## src/rtl/worm_move_sequencer.sv

```systemverilog
// rtl/worm_move_sequencer.sv - queued move commands stepped across a 16x16 grid
//
// worm_cmd_queue: circular command FIFO
//   s_tdata/s_tvalid        push side; a push while full is dropped unless a pop lands on the same edge
//   m_tdata/m_tvalid/m_tready pop side; m_tvalid means non-empty
//   count                   queued entries
//   drop                    combinational: the push on this edge is being dropped
//
// worm_move_sequencer: top
//   clk, rst                clock, synchronous active-high reset
//   inp[1:0]                direction: 00 x-1, 01 x+1, 10 y+1, 11 y-1
//   inp[3:2]                distance 0..3
//   rotation_event          a push is taken on its rising edge
//   x_coordinate            worm x, 0..15
//   y_coordinate            worm y, 0..15
//   busy                    moving, or commands still queued
//   fifo_count              queued commands
//   overflow                sticky: a command was dropped
//   wall_hit                one-cycle pulse: a step was blocked by a wall
//   move_done               one-cycle pulse: a command finished

module worm_cmd_queue #(
    parameter int DEPTH = 4,
    parameter int WIDTH = 4
) (
    input  logic                    clk,
    input  logic                    rst,
    input  logic [WIDTH-1:0]        s_tdata,
    input  logic                    s_tvalid,
    output logic [WIDTH-1:0]        m_tdata,
    output logic                    m_tvalid,
    input  logic                    m_tready,
    output logic [$clog2(DEPTH):0]  count,
    output logic                    drop
);
    localparam int AW = $clog2(DEPTH);
    localparam logic [AW:0] FULL_COUNT = (AW+1)'(DEPTH);

    logic [WIDTH-1:0] mem [DEPTH];
    logic [AW-1:0]    wr_ptr;
    logic [AW-1:0]    rd_ptr;
    logic             full;
    logic             do_pop;
    logic             do_push;

    assign full     = (count == FULL_COUNT);
    assign m_tvalid = (count != '0);
    assign m_tdata  = mem[rd_ptr];
    assign do_pop   = m_tvalid && m_tready;
    // A pop on the same edge frees the slot the push needs; when full the
    // write lands on the entry being read out, which is already on m_tdata.
    assign do_push  = s_tvalid && (!full || do_pop);
    assign drop     = s_tvalid && full && !do_pop;

    always_ff @(posedge clk) begin
        if (do_push && !rst) begin
            mem[wr_ptr] <= s_tdata;
        end
    end

    always_ff @(posedge clk) begin
        if (rst) begin
            wr_ptr <= '0;
            rd_ptr <= '0;
            count  <= '0;
        end else begin
            if (do_push) begin
                wr_ptr <= wr_ptr + 1'b1;
            end
            if (do_pop) begin
                rd_ptr <= rd_ptr + 1'b1;
            end
            case ({do_push, do_pop})
                2'b10:   count <= count + 1'b1;
                2'b01:   count <= count - 1'b1;
                default: count <= count;
            endcase
        end
    end
endmodule

module worm_move_sequencer #(
    parameter int FIFO_DEPTH  = 4,
    parameter int STEP_CYCLES = 4
) (
    input  logic                         clk,
    input  logic                         rst,
    input  logic [3:0]                   inp,
    input  logic                         rotation_event,
    output logic [3:0]                   x_coordinate,
    output logic [3:0]                   y_coordinate,
    output logic                         busy,
    output logic [$clog2(FIFO_DEPTH):0]  fifo_count,
    output logic                         overflow,
    output logic                         wall_hit,
    output logic                         move_done
);
    localparam int TW = (STEP_CYCLES > 1) ? $clog2(STEP_CYCLES) : 1;
    localparam logic [TW-1:0] TIMER_RELOAD = TW'(STEP_CYCLES - 1);

    typedef enum logic {
        IDLE = 1'b0,
        MOVE = 1'b1
    } state_t;

    state_t         state;
    state_t         state_n;
    logic           prev_rot;
    logic           push;
    logic           pop;
    logic           drop;
    logic [3:0]     q_tdata;
    logic           q_tvalid;
    logic [1:0]     cmd_dir;
    logic [1:0]     cmd_dir_n;
    logic [1:0]     remaining;
    logic [1:0]     remaining_n;
    logic [TW-1:0]  timer;
    logic [TW-1:0]  timer_n;
    logic [3:0]     x_n;
    logic [3:0]     y_n;
    logic           wall_hit_n;
    logic           move_done_n;

    assign push = rotation_event && !prev_rot;
    assign busy = (state != IDLE) || (fifo_count != '0);

    worm_cmd_queue #(
        .DEPTH (FIFO_DEPTH),
        .WIDTH (4)
    ) u_queue (
        .clk      (clk),
        .rst      (rst),
        .s_tdata  (inp),
        .s_tvalid (push),
        .m_tdata  (q_tdata),
        .m_tvalid (q_tvalid),
        .m_tready (pop),
        .count    (fifo_count),
        .drop     (drop)
    );

    always_comb begin
        state_n     = state;
        cmd_dir_n   = cmd_dir;
        remaining_n = remaining;
        timer_n     = timer;
        x_n         = x_coordinate;
        y_n         = y_coordinate;
        wall_hit_n  = 1'b0;
        move_done_n = 1'b0;
        pop         = 1'b0;
        case (state)
            IDLE: begin
                if (q_tvalid) begin
                    pop         = 1'b1;
                    cmd_dir_n   = q_tdata[1:0];
                    remaining_n = q_tdata[3:2];
                    if (q_tdata[3:2] == 2'd0) begin
                        move_done_n = 1'b1;
                    end else begin
                        timer_n = TIMER_RELOAD;
                        state_n = MOVE;
                    end
                end
            end
            MOVE: begin
                if (timer != '0) begin
                    timer_n = timer - 1'b1;
                end else begin
                    // Saturation is tested before the update, so a blocked
                    // step still spends one unit of distance.
                    case (cmd_dir)
                        2'b00: if (x_coordinate == 4'd0)  wall_hit_n = 1'b1; else x_n = x_coordinate - 1'b1;
                        2'b01: if (x_coordinate == 4'd15) wall_hit_n = 1'b1; else x_n = x_coordinate + 1'b1;
                        2'b10: if (y_coordinate == 4'd15) wall_hit_n = 1'b1; else y_n = y_coordinate + 1'b1;
                        2'b11: if (y_coordinate == 4'd0)  wall_hit_n = 1'b1; else y_n = y_coordinate - 1'b1;
                        default: ;
                    endcase
                    remaining_n = remaining - 1'b1;
                    if (remaining == 2'd1) begin
                        move_done_n = 1'b1;
                        state_n     = IDLE;
                    end else begin
                        timer_n = TIMER_RELOAD;
                    end
                end
            end
            default: state_n = IDLE;
        endcase
    end

    always_ff @(posedge clk) begin
        if (rst) begin
            state        <= IDLE;
            prev_rot     <= 1'b0;
            cmd_dir      <= 2'd0;
            remaining    <= 2'd0;
            timer        <= '0;
            x_coordinate <= 4'd0;
            y_coordinate <= 4'd0;
            overflow     <= 1'b0;
            wall_hit     <= 1'b0;
            move_done    <= 1'b0;
        end else begin
            state        <= state_n;
            prev_rot     <= rotation_event;
            cmd_dir      <= cmd_dir_n;
            remaining    <= remaining_n;
            timer        <= timer_n;
            x_coordinate <= x_n;
            y_coordinate <= y_n;
            overflow     <= overflow | drop;
            wall_hit     <= wall_hit_n;
            move_done    <= move_done_n;
        end
    end
endmodule

```

## config.mk

```make
export PLATFORM = sky130hd
export DESIGN_NAME = worm_move_sequencer
export DESIGN_NICKNAME = d
export VERILOG_FILES = /design/src/rtl/worm_move_sequencer.sv
export SDC_FILE = /design/constraint.sdc
export NUM_CORES = 1
export LEC_CHECK = 0
export BUFFER_PORTS_ARGS = -buffer_cell sky130_fd_sc_hd__buf_2
export CORE_MARGIN = 3
export CORE_UTILIZATION = 45
export CTS_CLUSTER_DIAMETER = 80
export DETAILED_ROUTE_END_ITERATION = 16
export HOLD_SLACK_MARGIN = 0.02
export PLACE_DENSITY = 0.75
export RECOVER_POWER = 25
export SLEW_MARGIN = 10
export SYNTH_ARGS = -nofsm -noshare
export SYNTH_HDL_FRONTEND = slang
export SYNTH_SLANG_ARGS = --single-unit
export TNS_END_PERCENT = 50
```

## constraint.sdc

```tcl
create_clock -name clk -period 3.2 [get_ports clk]
set_clock_uncertainty 0.15 [all_clocks]
set_input_delay 0.96 -clock clk [delete_from_list [all_inputs] [get_ports clk]]
set_output_delay 0.96 -clock clk [all_outputs]
set_load 0.02 [all_outputs]
```

=== After elaboration in Yosys (flattened, before gate mapping) ===
Memories as Yosys holds them, arrays and structs flattened. A register that Yosys moved wholly into a read port is not among the register bits.
Cells that the tools add are included.

* Output and inout port bits: 15
* Flip-flop bits (word level): 26
* Word-level logic and storage cells: 107
* Memories kept: 1
* RAM bits: 16
* Input port bits: 7

* Bitwise logic cells: 3
* Eq/ne operators: 17
* Muxes and demuxes: 36
* Reductions and logical operators: 27
* Add/sub/neg operators: 10

{| class="wikitable"
|+ Memories
! name !! depth !! bits a word !! read ports !! clocked after memory_dff !! wr ports !! RTL line !! source
|-
| u_queue.mem || 4 || 4 || 1 || 1 || 1 || 39 || <nowiki>logic [WIDTH-1:0] mem [DEPTH];</nowiki>
|}

{| class="wikitable"
|+ Operators by type and width
! cell !! count
|-
| $mux 1 || 16
|-
| $mux 2 || 8
|-
| $mux 4 || 4
|-
| $pmux 4 s2 || 2
|-
| $ne 2x2->1 const B || 6
|-
| $reduce_and 5->1 || 2
|-
| $add 4x1->4 const B || 2
|-
| $eq 4x4->1 const B || 2
|-
| $logic_not 4->1 || 2
|-
| $pmux 2 s2 || 2
|-
| $reduce_bool 2->1 || 4
|-
| $sub 4x1->4 const B || 2
|-
| $eq 2x1->1 const B || 3
|-
| $eq 2x2->1 const B || 3
|-
| $logic_and 1x1->1 || 6
|-
| $pmux 3 s2 || 1
|-
| $add 2x1->2 const B || 2
|-
| $logic_not 1->1 || 4
|-
| $logic_not 2->1 || 2
|-
| $pmux 1 s2 || 2
|-
| $pmux 1 s4 || 1
|-
| $reduce_and 2->1 || 2
|-
| $sub 2x1->2 const B || 2
|-
| $add 3x1->3 const B || 1
|-
| 10 further kinds || 12
|}

=== Depth between registers and ports, before layout ===
* Word-level depth: 9
* Depth in mapped cells: 9
* Gate-level depth less buffers: 8

=== Modules after synthesis ===
From an unflattened synthesis, not the netlist that was laid out.

* Cell total of the unflattened synthesis: 181
* Area, all modules: 2024.4 sq um

{| class="wikitable"
|+ Modules (own cells, without submodules)
! module !! cells an instance !! times used !! seq. area each (sq um) !! area each (sq um)
|-
| worm_cmd_queue || 72 || 1 || 660.6 || 1071.0
|-
| worm_move_sequencer || 109 || 1 || 380.4 || 953.4
|}

=== Worst setup path after synthesis ===
Ideal clock, no wire load.

* Kind: input -> register
* Start: in rotation_event
* End: reg u_queue.count[2]
* Arrival: 2507 ps
* Data required time: 2979 ps
* Path slack: 472 ps
* Path buffers: 0
* Stages on the path: 8
* Setup time: 71 ps
* Cell sequence: nor2b_1 -> o31a_1 -> inv_2 -> ha_1 -> fa_1 -> xnor2_1 -> or3_1 -> a21oi_1

* Longest elaborated chain between the ends: 4
* Elaborated cells on any way between the ends: 6
* Classes of those cells: eq/ne (2); mux (1); reduce/logical (3)

{| class="wikitable"
|+ Ends and longest elaborated chain
! element !! RTL line !! source
|-
| start, declared || 89 || <nowiki>input logic rotation_event,</nowiki>
|-
| $logic_and 1x1->1 (*) || 125 || <nowiki>assign push = rotation_event && !prev_rot;</nowiki>
|-
| $logic_and 1x1->1 (*) || 52 || <nowiki>assign do_push = s_tvalid && (!full || do_pop);</nowiki>
|-
| $eq 2x1->1 / $eq 2x2->1 (equally long branches) || 73 || <nowiki>case ({do_push, do_pop})</nowiki>
|-
| $pmux 3 s2 / $reduce_bool 2->1 (equally long branches) || - ||
|-
| end signal, assigned || 74 || <nowiki>2'b10: count <= count + 1'b1;</nowiki>
|-
| end signal, assigned || 75 || <nowiki>2'b01: count <= count - 1'b1;</nowiki>
|-
| end signal, assigned || 76 || <nowiki>default: count <= count;</nowiki>
|-
| end, declared || 33 || <nowiki>output logic [$clog2(DEPTH):0] count,</nowiki>
|}

Mark *: on every way between the ends. The rest lies on a longest branch, timed or not.
A chain may end at the register's enable or synchronous reset.

=== Worst setup path after layout ===
Ends and elaborated chain as after synthesis.

==> flow_summary.json <==
{
  "synth_most_common_cell": "dfxtp_1",
  "root_buffer": "clkbuf_8",
  "pin_count": 22,
  "nFillCells": 391,
  "synth.yosys.warnings": 0,
  "drt-initial-drc-count": 67,
  "drt_first_pass_iters": 4,
  "whs_endpoint": "timer[1]$_SDFFE_PP0P_",
  "drive_above_1_share_pct": 20.7,
  "port_buffers": 21,
  "status": "finished clean",
  "routed_wl_um": 3440,
  "crit_buf_inv": 2,
  "r2r_start": "u_queue.count[0]$_SDFFE_PP0P_",
  "seqCellArea_um2": 1040,
  "multiInputGateArea_um2": 1030,
  "worstSetupPathType": "in2reg",
  "synth_edf_count": 16,
  "core_area_um2": 4470,
  "cts_hold_buf": 0,
  "syn-num-nets": 210,
  "fin_hold_ws_ps": 321,
  "rrSetupSlack_ps": 640,
  "endpoint_kind": "register",
  "slew_viol_final": 0,
  "slew_headroom_pct": 74.0,
  "peakVddDrop_uv": 386,
  "crit_required_ps": 3280,
  "gp_congestion": 0.757,
  "async_flop_share_pct": 0,
  "vias": 1440,
  "synth_top_area_cell": "dfxtp_1",
  "fin_area_um2": 2400,
  "avgSynthCellArea_um2": 11.3,
  "synthesis.instances": 189,
  "p_per_area_nw_per_um2": 789,
  "cts-htree-levels": 2,
  "min_from": "timer[1]$_SDFFE_PP0P_",
  "worst_hold_path_type": "reg2reg",
  "rsz0062_at_grt": "no",
  "yosysTopAreaCellShare_pct": 26.2,
  "grt_max_degree": 19,
  "hpwlAfterDp_um": 2520,
  "die_h_um": 75.0,
  "cts_buffers": 5,
  "first_global_vias": 1351,
  "path_delay_family": "adder cells",
  "cp.arrival_ps": 2760,
  "drc": 0,
  "initial_utilization_pct": 47.9,
  "seq_area_frac_synth_pct": 48.6,
  "ys_ff_latch": 44,
  "max_freq_ghz": 0.373,
  "syn_area_um2": 2140,
  "crit_fanout": 3,
  "num_rows": 24,
  "p_leak_uw": 0.000928,
  "rr_endpoint": "u_queue.count[2]$_SDFFE_PP0P_",
  "crit_path_start_kind": "primary input",
  "holdPathStages": 1,
  "diodes": 0,
  "syn_to_final_growth_pct": 11.9,
  "cts.reportedPaths.clkPinSlew_ps": 90,
  "overflow": 0,
  "cts_buffer_depth": 2,
  "power_uw": 1890,
  "placed_area_um2": 2290,
  "setup_viol": 0,
  "post_drt_wl_per_cell_um": 13.0,
  "cts_resized": 0,
  "hold_viol_final": 0,
  "dieArea_um2": 5630,
  "cts.sinks": 44,
  "period_share_pct": 83.8,
  "cp_slowest_cell": "fa_1",
  "period_minus_slack_ps": 2680,
  "worstRegToRegCells": 8,
  "crit_chain": "buf_2 > nor2b_1 > o31a_1 > inv_2 > ha_1 > fa_1 > xnor2_1 > or3_1 > a21oi_1",
  "viasPerCell": 5.43,
  "synthFlopType": "dfxtp_1",
  "synth_area_leaders": "dfxtp_1, edfxtp_1, ha_1",
  "fin_nets": 233,
  "antenna_left": 0,
  "slowest_delay_ps": 400,
  "clock_latency_ps": 290,
  "cts_post_setup_buffers_inserted": 0,
  "finalSetupTns_ps": 0,
  "die_w_um": 75.0,
  "yosysUniqueCellTypes": 51,
  "worstMarginPinSlew_ps": 380,
  "antenna_found_initial": 0,
  "synth_commonest_cells": "dfxtp_1, nor2_1, a21oi_1, edfxtp_1",
  "cap_violations": 0,
  "track_usage_pct": 13.8,
  "cts_tree": "yes",
  "grt_first_pass_wirelength_um": 5990
}
cell type report:
cell class / instances / area share [%]
flip-flops and latches: 44 / 43.4
multi-input cells: 128 / 42.9
repair buffers: 22 / 4.49
clock buffers: 5 / 2.87
well taps: 52 / 2.71
clock inverters: 3 / 1.93
inverters: 11 / 1.72
per-layer routing:
metal  global-route usage [%]  vias up  part of all wire (%)
li1                         -      718                     -
met1                     18.5      675                    48
met2                     22.1       42                    46
met3                     3.20        5                   5.5
met4                     4.55        0                   1.0
met5                        0        -                     0
worst max path at each step:
stage | start | endpoint | slack [ps] | cells after the start
floorplan | rotation_event | u_queue.count[2]$_SDFFE_PP0P_ | 470 | 8
global placement | rotation_event | u_queue.count[2]$_SDFFE_PP0P_ | 320 | 9
detailed placement | rotation_event | u_queue.count[2]$_SDFFE_PP0P_ | 270 | 9
CTS | rotation_event | u_queue.count[2]$_SDFFE_PP0P_ | 510 | 9
global route | rotation_event | u_queue.count[2]$_SDFFE_PP0P_ | 410 | 9
finish | rotation_event | u_queue.count[2]$_SDFFE_PP0P_ | 520 | 9
power by group:
group | internal (µW) | switching, µW | total, µW | leakage, µW
Combinational | 302 | 361 | 663 | 0.000499
Sequential | 675 | 123 | 798 | 0.000374
Clock | 235 | 196 | 431 | 0.0000548
registers in the layout, summed over array words and instances, names as in the netlist, named ones only:
signal / cells
timer: 2
u_queue.rd_ptr: 2
u_queue.count: 3
wall_hit: 1
state: 1
overflow: 1
x_coordinate: 4
u_queue.wr_ptr: 2
u_queue.mem: 16
remaining: 2
move_done: 1
cmd_dir: 2
y_coordinate: 4
prev_rot: 1
layout by cell type, fill, tap and decap left out, types with 2 or more instances in the layout:
master / netlist / layout
and2_1: 4 / 4
nor2_1: 21 / 21
nor2b_1: 5 / 5
mux2i_1: 2 / 2
fa_1: 3 / 3
xor2_1: 2 / 2
o21ai_0: 3 / 3
buf_2: 2 / 17
nor3_1: 2 / 2
clkbuf_8: 0 / 5
a211oi_1: 3 / 3
xnor2_1: 5 / 5
ha_1: 11 / 11
a21oi_1: 16 / 16
edfxtp_1: 16 / 16
or3_1: 2 / 2
inv_2: 2 / 2
clkbuf_1: 2 / 4
o21a_1: 2 / 2
nand2_1: 11 / 11
nand3_1: 4 / 4
and3_1: 2 / 2
mux4_2: 4 / 4
nand2b_1: 2 / 2
dfxtp_1: 28 / 28
inv_1: 9 / 9
cell families (layout without fill, tap and decap cells):
family	Yosys count	after routing	share of synthesized area, %
fa+ha+maj	14	14	9.22
compound gates	36	36	12.8
flops	44	44	48.6
buf+inv	17	41	3.44
simple gates	63	63	16.7
xor+xnor	7	7	2.86
mux	8	8	6.36
metrics by stage:
stage | instances | util (%) | setup slack [ps]
final | 265 | 53.6 | 517
after global routing | 265 | 53.6 | 408
after CTS | 265 | 53.7 | 512
after detailed placement | 257 | 51.1 | 267
after global placement | 257 | 51.1 | 323
after floorplan | 189 | - | 472
No activity file was read; power rests on OpenSTA's default activity.
